===== src/rtl/kalman_update_mc.sv =====
// Multi-channel Kalman state update: angle += K0*y, bias += K1*y with one shared
// multiplier over two phases, per-channel bias storage and saturating sums.
module kalman_update_mc #(
    parameter int  DATA_W    = 16,
    parameter int  GAIN_W    = 13,
    parameter int  GAIN_FRAC = 13,
    parameter int  NUM_CH    = 2,
    localparam int CH_W      = (NUM_CH > 1) ? $clog2(NUM_CH) : 1
) (
    input  logic              clk,
    input  logic              n_rst,
    input  logic              in_valid,
    output logic              in_ready,
    input  logic [CH_W-1:0]   in_ch,
    input  logic [GAIN_W-1:0] in_k0,
    input  logic [GAIN_W-1:0] in_k1,
    input  logic [DATA_W-1:0] in_y,
    input  logic [DATA_W-1:0] in_angle,
    output logic              out_valid,
    input  logic              out_ready,
    output logic [CH_W-1:0]   out_ch,
    output logic [DATA_W-1:0] out_angle,
    output logic [DATA_W-1:0] out_bias,
    output logic [1:0]        out_sat,
    output logic              out_err,
    input  logic              bias_wr,
    input  logic [CH_W-1:0]   bias_wr_ch,
    input  logic [DATA_W-1:0] bias_wr_data
);

    localparam int PROD_W = DATA_W + GAIN_W + 1;
    localparam int SUM_W  = DATA_W + 2;
    localparam logic [CH_W:0] NUM_CH_L = (CH_W + 1)'(NUM_CH);
    localparam logic signed [SUM_W-1:0] SAT_MAX = SUM_W'((1 << (DATA_W - 1)) - 1);
    localparam logic signed [SUM_W-1:0] SAT_MIN = SUM_W'(-(1 << (DATA_W - 1)));

    typedef enum logic [1:0] {IDLE, MUL_A, MUL_B, DONE} state_t;

    state_t                   state_q, state_d;
    logic [CH_W-1:0]          ch_q, ch_d;
    logic [GAIN_W-1:0]        k0_q, k0_d, k1_q, k1_d;
    logic signed [DATA_W-1:0] y_q, y_d, angle_q, angle_d, bias_q, bias_d;
    logic                     err_q, err_d;
    logic signed [DATA_W-1:0] bias_reg_q [NUM_CH];
    logic signed [DATA_W-1:0] bias_reg_d [NUM_CH];
    logic [CH_W-1:0]          out_ch_q, out_ch_d;
    logic signed [DATA_W-1:0] out_angle_q, out_angle_d, out_bias_q, out_bias_d;
    logic [1:0]               out_sat_q, out_sat_d;
    logic                     out_err_q, out_err_d;

    logic [GAIN_W-1:0]        k_sel;
    logic signed [DATA_W-1:0] prior, cap_bias;
    logic signed [PROD_W-1:0] prod;
    logic signed [SUM_W-1:0]  prod_sh, sum;

    function automatic logic signed [DATA_W-1:0] sat_val(input logic signed [SUM_W-1:0] s);
        if (s > SAT_MAX)      return DATA_W'(SAT_MAX);
        else if (s < SAT_MIN) return DATA_W'(SAT_MIN);
        else                  return DATA_W'(s);
    endfunction

    function automatic logic sat_flag(input logic signed [SUM_W-1:0] s);
        return (s > SAT_MAX) || (s < SAT_MIN);
    endfunction

    // Shared multiplier: K0/angle in MUL_A, K1/bias in MUL_B; >>> floors toward -inf
    always_comb begin
        k_sel   = (state_q == MUL_B) ? k1_q : k0_q;
        prior   = (state_q == MUL_B) ? bias_q : angle_q;
        prod    = PROD_W'(y_q) * PROD_W'($signed({1'b0, k_sel}));
        prod_sh = SUM_W'(prod >>> GAIN_FRAC);
        sum     = prod_sh + SUM_W'(prior);
    end

    always_comb begin
        cap_bias = '0;
        for (int i = 0; i < NUM_CH; i++) begin
            if (in_ch == CH_W'(i)) cap_bias = bias_reg_q[i];
        end
    end

    always_comb begin
        state_d     = state_q;
        ch_d        = ch_q;
        k0_d        = k0_q;
        k1_d        = k1_q;
        y_d         = y_q;
        angle_d     = angle_q;
        bias_d      = bias_q;
        err_d       = err_q;
        bias_reg_d  = bias_reg_q;
        out_ch_d    = out_ch_q;
        out_angle_d = out_angle_q;
        out_bias_d  = out_bias_q;
        out_sat_d   = out_sat_q;
        out_err_d   = out_err_q;
        unique case (state_q)
            IDLE: begin
                if (in_valid) begin
                    state_d = MUL_A;
                    ch_d    = in_ch;
                    k0_d    = in_k0;
                    k1_d    = in_k1;
                    y_d     = $signed(in_y);
                    angle_d = $signed(in_angle);
                    bias_d  = cap_bias;
                    err_d   = ({1'b0, in_ch} >= NUM_CH_L);
                end
            end
            MUL_A: begin
                state_d     = MUL_B;
                out_ch_d    = ch_q;
                out_err_d   = err_q;
                out_angle_d = err_q ? angle_q : sat_val(sum);
                out_sat_d   = {1'b0, ~err_q & sat_flag(sum)};
            end
            MUL_B: begin
                state_d      = DONE;
                out_bias_d   = err_q ? '0 : sat_val(sum);
                out_sat_d[1] = ~err_q & sat_flag(sum);
                for (int i = 0; i < NUM_CH; i++) begin
                    if (!err_q && ch_q == CH_W'(i)) bias_reg_d[i] = sat_val(sum);
                end
            end
            DONE: begin
                if (out_ready) state_d = IDLE;
            end
            default: state_d = IDLE;
        endcase
        // Direct load comes last so it overrides a same-cycle writeback
        if (bias_wr) begin
            for (int i = 0; i < NUM_CH; i++) begin
                if (bias_wr_ch == CH_W'(i)) bias_reg_d[i] = $signed(bias_wr_data);
            end
        end
    end

    always_ff @(posedge clk or negedge n_rst) begin
        if (!n_rst) begin
            state_q     <= IDLE;
            bias_reg_q  <= '{default: '0};
            out_ch_q    <= '0;
            out_angle_q <= '0;
            out_bias_q  <= '0;
            out_sat_q   <= '0;
            out_err_q   <= 1'b0;
        end else begin
            state_q     <= state_d;
            bias_reg_q  <= bias_reg_d;
            out_ch_q    <= out_ch_d;
            out_angle_q <= out_angle_d;
            out_bias_q  <= out_bias_d;
            out_sat_q   <= out_sat_d;
            out_err_q   <= out_err_d;
        end
    end

    // Request capture registers only matter after an accept, so they carry no reset
    always_ff @(posedge clk) begin
        ch_q    <= ch_d;
        k0_q    <= k0_d;
        k1_q    <= k1_d;
        y_q     <= y_d;
        angle_q <= angle_d;
        bias_q  <= bias_d;
        err_q   <= err_d;
    end

    assign in_ready  = (state_q == IDLE);
    assign out_valid = (state_q == DONE);
    assign out_ch    = out_ch_q;
    assign out_angle = out_angle_q;
    assign out_bias  = out_bias_q;
    assign out_sat   = out_sat_q;
    assign out_err   = out_err_q;

endmodule


===== config.mk =====
export PLATFORM = sky130hd
export DESIGN_NAME = kalman_update_mc
export DESIGN_NICKNAME = d
export VERILOG_FILES = /design/src/rtl/kalman_update_mc.sv
export SDC_FILE = /design/constraint.sdc
export NUM_CORES = 1
export LEC_CHECK = 0
export CAP_MARGIN = 20
export CORE_ASPECT_RATIO = 0.6
export CORE_MARGIN = 3
export CORE_UTILIZATION = 40
export DETAILED_ROUTE_END_ITERATION = 8
export DONT_BUFFER_PORTS = 1
export PLACE_DENSITY = 0.6
export SLEW_MARGIN = 40
export SYNTH_ARGS = -nofsm -noshare
export SYNTH_HDL_FRONTEND = slang
export SYNTH_SLANG_ARGS = --single-unit
export TNS_END_PERCENT = 10

===== constraint.sdc =====
create_clock -name clk -period 10.1 [get_ports clk]
set_input_delay 2.02 -clock clk [delete_from_list [all_inputs] [get_ports clk]]
set_output_delay 2.02 -clock clk [all_outputs]
set_load 0.03 [all_outputs]

-- Word level (Yosys, flattened, before mapping)
Cells that the tools add are included.
- register bits after elaboration: 144
- output and inout port bits: 38
- input bits: 81
- word-level logic and storage cells: 43
- multiply operators: 1
- add/sub/neg operators: 1
- multiplexer cells: 15
- reduce and logical (&&, ||, !) cells: 5
- order comparisons: 2
- eq/ne operators: 5
- operator list (cell ; count):
    2-to-1 mux 16 bit ; 8
    2-to-1 mux 32 bit ; 2
    multiplier 16 x 14 -> 30 bit ; 1
    adder 17 x 16 -> 18 bit ; 1
    greater-than comparator 18 x 16 -> 1 bit, second input constant ; 1
    less-than comparator 18 x 16 -> 1 bit, second input constant ; 1
    2-to-1 mux 13 bit ; 1
    one-hot mux 2 bit (4 select lines) ; 1
    equality test 2 bit, second input constant ; 2
    2-to-1 mux 2 bit ; 2
    AND reduction 2 bit ; 2
    equality test 2 x 1 -> 1 bit, second input constant ; 1
    zero test 2 bit ; 1
    inequality test 2 x 1 -> 1 bit, second input constant ; 1
    inequality test 2 bit, second input constant ; 1
    one-hot mux 1 bit (2 select lines) ; 1
    nonzero test 2 bit ; 1
    logical OR 1 bit ; 1

-- Depth between registers and ports, before layout
- word-level depth: 11
- depth in mapped cells: 42
- mapped depth without buffers: 36

-- Worst setup path before layout
No wires, ideal clock.
- path type: flip-flop to flip-flop
- from: register state_q[0]
- to: register out_angle_q[13] (netlist: out_angle[13])
- library setup time: 0.125 ns
- arrival time: 8.934 ns
- data required time: 9.975 ns
- period minus slack after synthesis: 9.059 ns
- stages on the path, launching flop included: 41
- setup slack: 1.041 ns
- buffers on the path: 5
- cells stage by stage: dfrtp_1 > inv_1 > ha_1 > buf_2 > buf_1 > mux2i_1 > clkbuf_1 > nor2b_1 > fa_1 > inv_1 > fa_1 > inv_1 > fa_1 > inv_1 > fa_1 > inv_1 > fa_1 > inv_1 > [... 5 more ...] > a21oi_1 > o221ai_1 > a22o_1 > or2_1 > a21o_1 > xor2_1 > ha_1 > o21ai_0 > nand2_1 > o2111a_2 > a311oi_4 > o21ai_2 > and2_4 > buf_6 > buf_6 > nand2_1 > nand3_2 > mux2_2
- longest elaborated chain between the ends: 7
- elaborated cells between the ends (all ways): 10
- those cells by class: add/sub (1); mul (1); order compare (2); eq/ne (2); mux (4)
- ends and longest elaborated chain (item ; RTL line ; source):
    from (decl) ; 39 ; state_t state_q, state_d;
    from (signal assigned) ; 148 ; state_q <= state_d;
    equality test 2 bit ; 68, 69 ;
    2-to-1 mux 13 bit ; 68 ; k_sel = (state_q == MUL_B) ? k1_q : k0_q;
    multiplier 16 x 14 -> 30 bit ; 70 ; prod = PROD_W'(y_q) * PROD_W'($signed({1'b0, k_sel}));
    adder 17 x 16 -> 18 bit ; 72 ; sum = prod_sh + SUM_W'(prior);
    less-than comparator 18 x 16 -> 1 bit ; 58 ; else if (s < SAT_MIN) return DATA_W'(SAT_MIN);
    2-to-1 mux 16 bit ; 58 ;
    2-to-1 mux 16 bit ; n/a ;
    to (signal assigned) ; 151 ; out_angle_q <= out_angle_d;
    to (decl) ; 47 ; logic signed [DATA_W-1:0] out_angle_q, out_angle_d, out_bias_q, out_bias_d;
Several ways; a longest one is shown, not always the timed one.
A chain may end at the register's enable or synchronous reset.

==> out/results.ini <==
[outcome]
outcome = complete, no violations

[die]
die_y_um = 154
boundaryPins = 119
num_rows = 53
die_area_um2 = 38700
die_x_um = 252
start_util_pct = 41.0
coreArea_um2 = 35400

[synth]
synth_simple_gate_area_share_pct = 10.5
syn_avg_cell_area_um2 = 10.7
synth.area.mux_share_pct = 5.87
synth_nets = 1735
netlist_area_um2 = 14500
synth-seq-cells = 144
synth_warnings = 0
yosys_most_used_dff = edfxtp_1
ys_types = 71
yosys.area_share.adder_pct = 35.9
synth_xor_area_share_pct = 2.11
async_flop_share_pct = 47.9
syn_inst = 1359
synth_edf_count = 75
synth_compound_area_share_pct = 9.79
synth_seq_area_share_pct = 27.4
synth_top_family_by_area = adder cells

[timing]
finClkSkew_ns = 0.0142
clock.fmax_mhz = 105
period_share_pct = 94.1
drv_slew = 0
worst_pin_slew_ns = 0.802
hold_viol = 0
rsz0062_at_grt = no
slew-limit-headroom_pct = 46.5
finalCriticalPeriod_ns = 9.50
setup_viol = 0
fin_tns_setup_ns = 0

[detailed_routing]
avgViaCountPerCell = 5.27
drtIter0Drc = 749
detail_route.first_pass.iterations = 5
drcViolationCount = 0
vias = 9560
wl_per_cell_um = 19.8
ant_nets = 0
wl_um = 35900

[global_routing]
grt_usage_pct = 19.3
grt_pass1_wl_um = 57600
grt_pass1_vias = 9772
grt_overflow = 0
antenna_found_initial = 8
grt_max_degree = 70

[layout]
area_growth_pct = 6.79
final_common_cell = inv_1
drive_gt1_share_pct = 11.4
final_cell_mix = 256 x inv_1, 202 x fa_1, 123 x nand2_1, 91 x ha_1, 76 x nor2b_1
num-nets-final = 1708

[min_path]
hold_depth = 2
hold_path.class = reg -> reg

[worst_setup_path]
cpMostUsedCell = inv_1
slowest_delay_ns = 0.66
path_class = reg -> reg
arrival_ns = 9.86
start_kind = register
crit_fanout = 16
required_ns = 10.46
rr_worst_depth = 36
cp-end-kind = register
slowest_stage = o31ai_4

[place]
dp_hpwl_um = 28000
gp_congestion = 0.839
io_buffers = 0

[run]
drv_cap = 0

[clock_network]
hold_buffers = 0
post_cts_resized = 0
insertion_delay_ns = 0.44
clk_path_buf_depth = 2
cts_setup_buffers = 0
cts_tree = built
cts_root_buffer = clkbuf_16
cts.reportedPaths.clkPinSlew_ns = 0.06
numCtsBuffers = 17
htreeDepth = 4
clock-sinks = 144

==> state kept, by name, indices dropped and copies added (netlist names) <==
name and count:
out_angle 16, state_q 2, bias_reg_q 32, y_q 16, angle_q 16, out_ch 1
bias_q 16, out_sat 2, out_bias 16, k1_q 13, k0_q 13, ch_q 1
==> routing by layer <==
layer  share of wire (%)  global-route usage [%]  vias to the layer above
met5                0.18                       0                        -
met2                  42                    27.6                      314
met4                 1.4                    3.68                       10
li1                    -                       -                     4293
met3                 7.3                    5.09                       42
met1                  49                    29.6                     4901
==> critical path: cells and delay by family (launching register included) <==
kind / cells / cell delay [ns]
compound gates: 14 / 3.40
xor+xnor: 1 / 0.15
fa+ha+maj: 9 / 4.08
buf+inv: 8 / 0.64
flops: 1 / 0.42
mux: 1 / 0.26
simple gates: 3 / 0.43
==> path summary, 6_finish.rpt <==
check / start / end / slack [ns]
max: state_q[0] / bias_reg_q[26] / 0.60
min: bias_reg_q[12] / bias_reg_q[12] / 0.50
max reg2reg: state_q[0] / bias_reg_q[26] / 0.60
min reg2reg: bias_reg_q[12] / bias_reg_q[12] / 0.50
max in group asynchronous: n_rst / bias_reg_q[17] / 8.69
min in group asynchronous: n_rst / out_bias[12] / 1.26
==> cell usage after synthesis, types with 23 or more instances <==
master	instances	share of area, %
ha_1	93	8.0
fa_1	202	28
clkbuf_1	43	1.1
xnor2_1	23	1.4
nand2_1	123	3.2
a21o_1	30	1.6
nor2b_1	76	3.3
nor2_1	33	0.85
a21oi_1	48	1.7
and2_1	33	1.4
inv_1	256	6.6
edfxtp_1	75	16
dfrtp_1	69	12
mux2_2	69	5.4
==> logic make-up (layout without fill, tap and decap cells) <==
group / count (synthesis) / count (layout)
AOI/OAI and AO/OA: 194 / 194
xor gates and xnor gates: 35 / 35
adders and majority gates: 295 / 295
buffers and inverters: 311 / 297
DFF: 144 / 144
muxes: 76 / 76
other: 1 / 3
and+or+nand+nor: 303 / 303
==> metrics by stage <==
| step | instance area, um2 | hold WS (ns) | cells | util, % | worst slack, ns |
|---|---|---|---|---|---|
| global route | 15500 | 0.528 | 1814 | 43.8 | 0.0429 |
| CTS | 15500 | 0.504 | 1812 | 43.7 | 0.547 |
| global placement | 14900 | 0.481 | 1779 | 42.1 | 0.718 |
| floorplan | 14500 | 0.464 | 1359 | - | 1.04 |
| detailed placement | 14900 | 0.484 | 1780 | 42.1 | 0.584 |
| finish | 15500 | 0.502 | 1814 | 43.8 | 0.600 |
==> layout make-up <==
class	count	area, um2
Antenna cell	2	5.00
Multi-Input combinational cell	904	9350
Tap cell	467	584
Fill cell	3391	19900
Clock inverter	14	120
Inverter	256	961
Clock buffer	18	429
Sequential cell	144	3980
Timing Repair Buffer	9	71.3
Power is left out: the tool's default activity adds up to more than one toggle a clock period on the data nets, which glitch-free logic cannot reach.
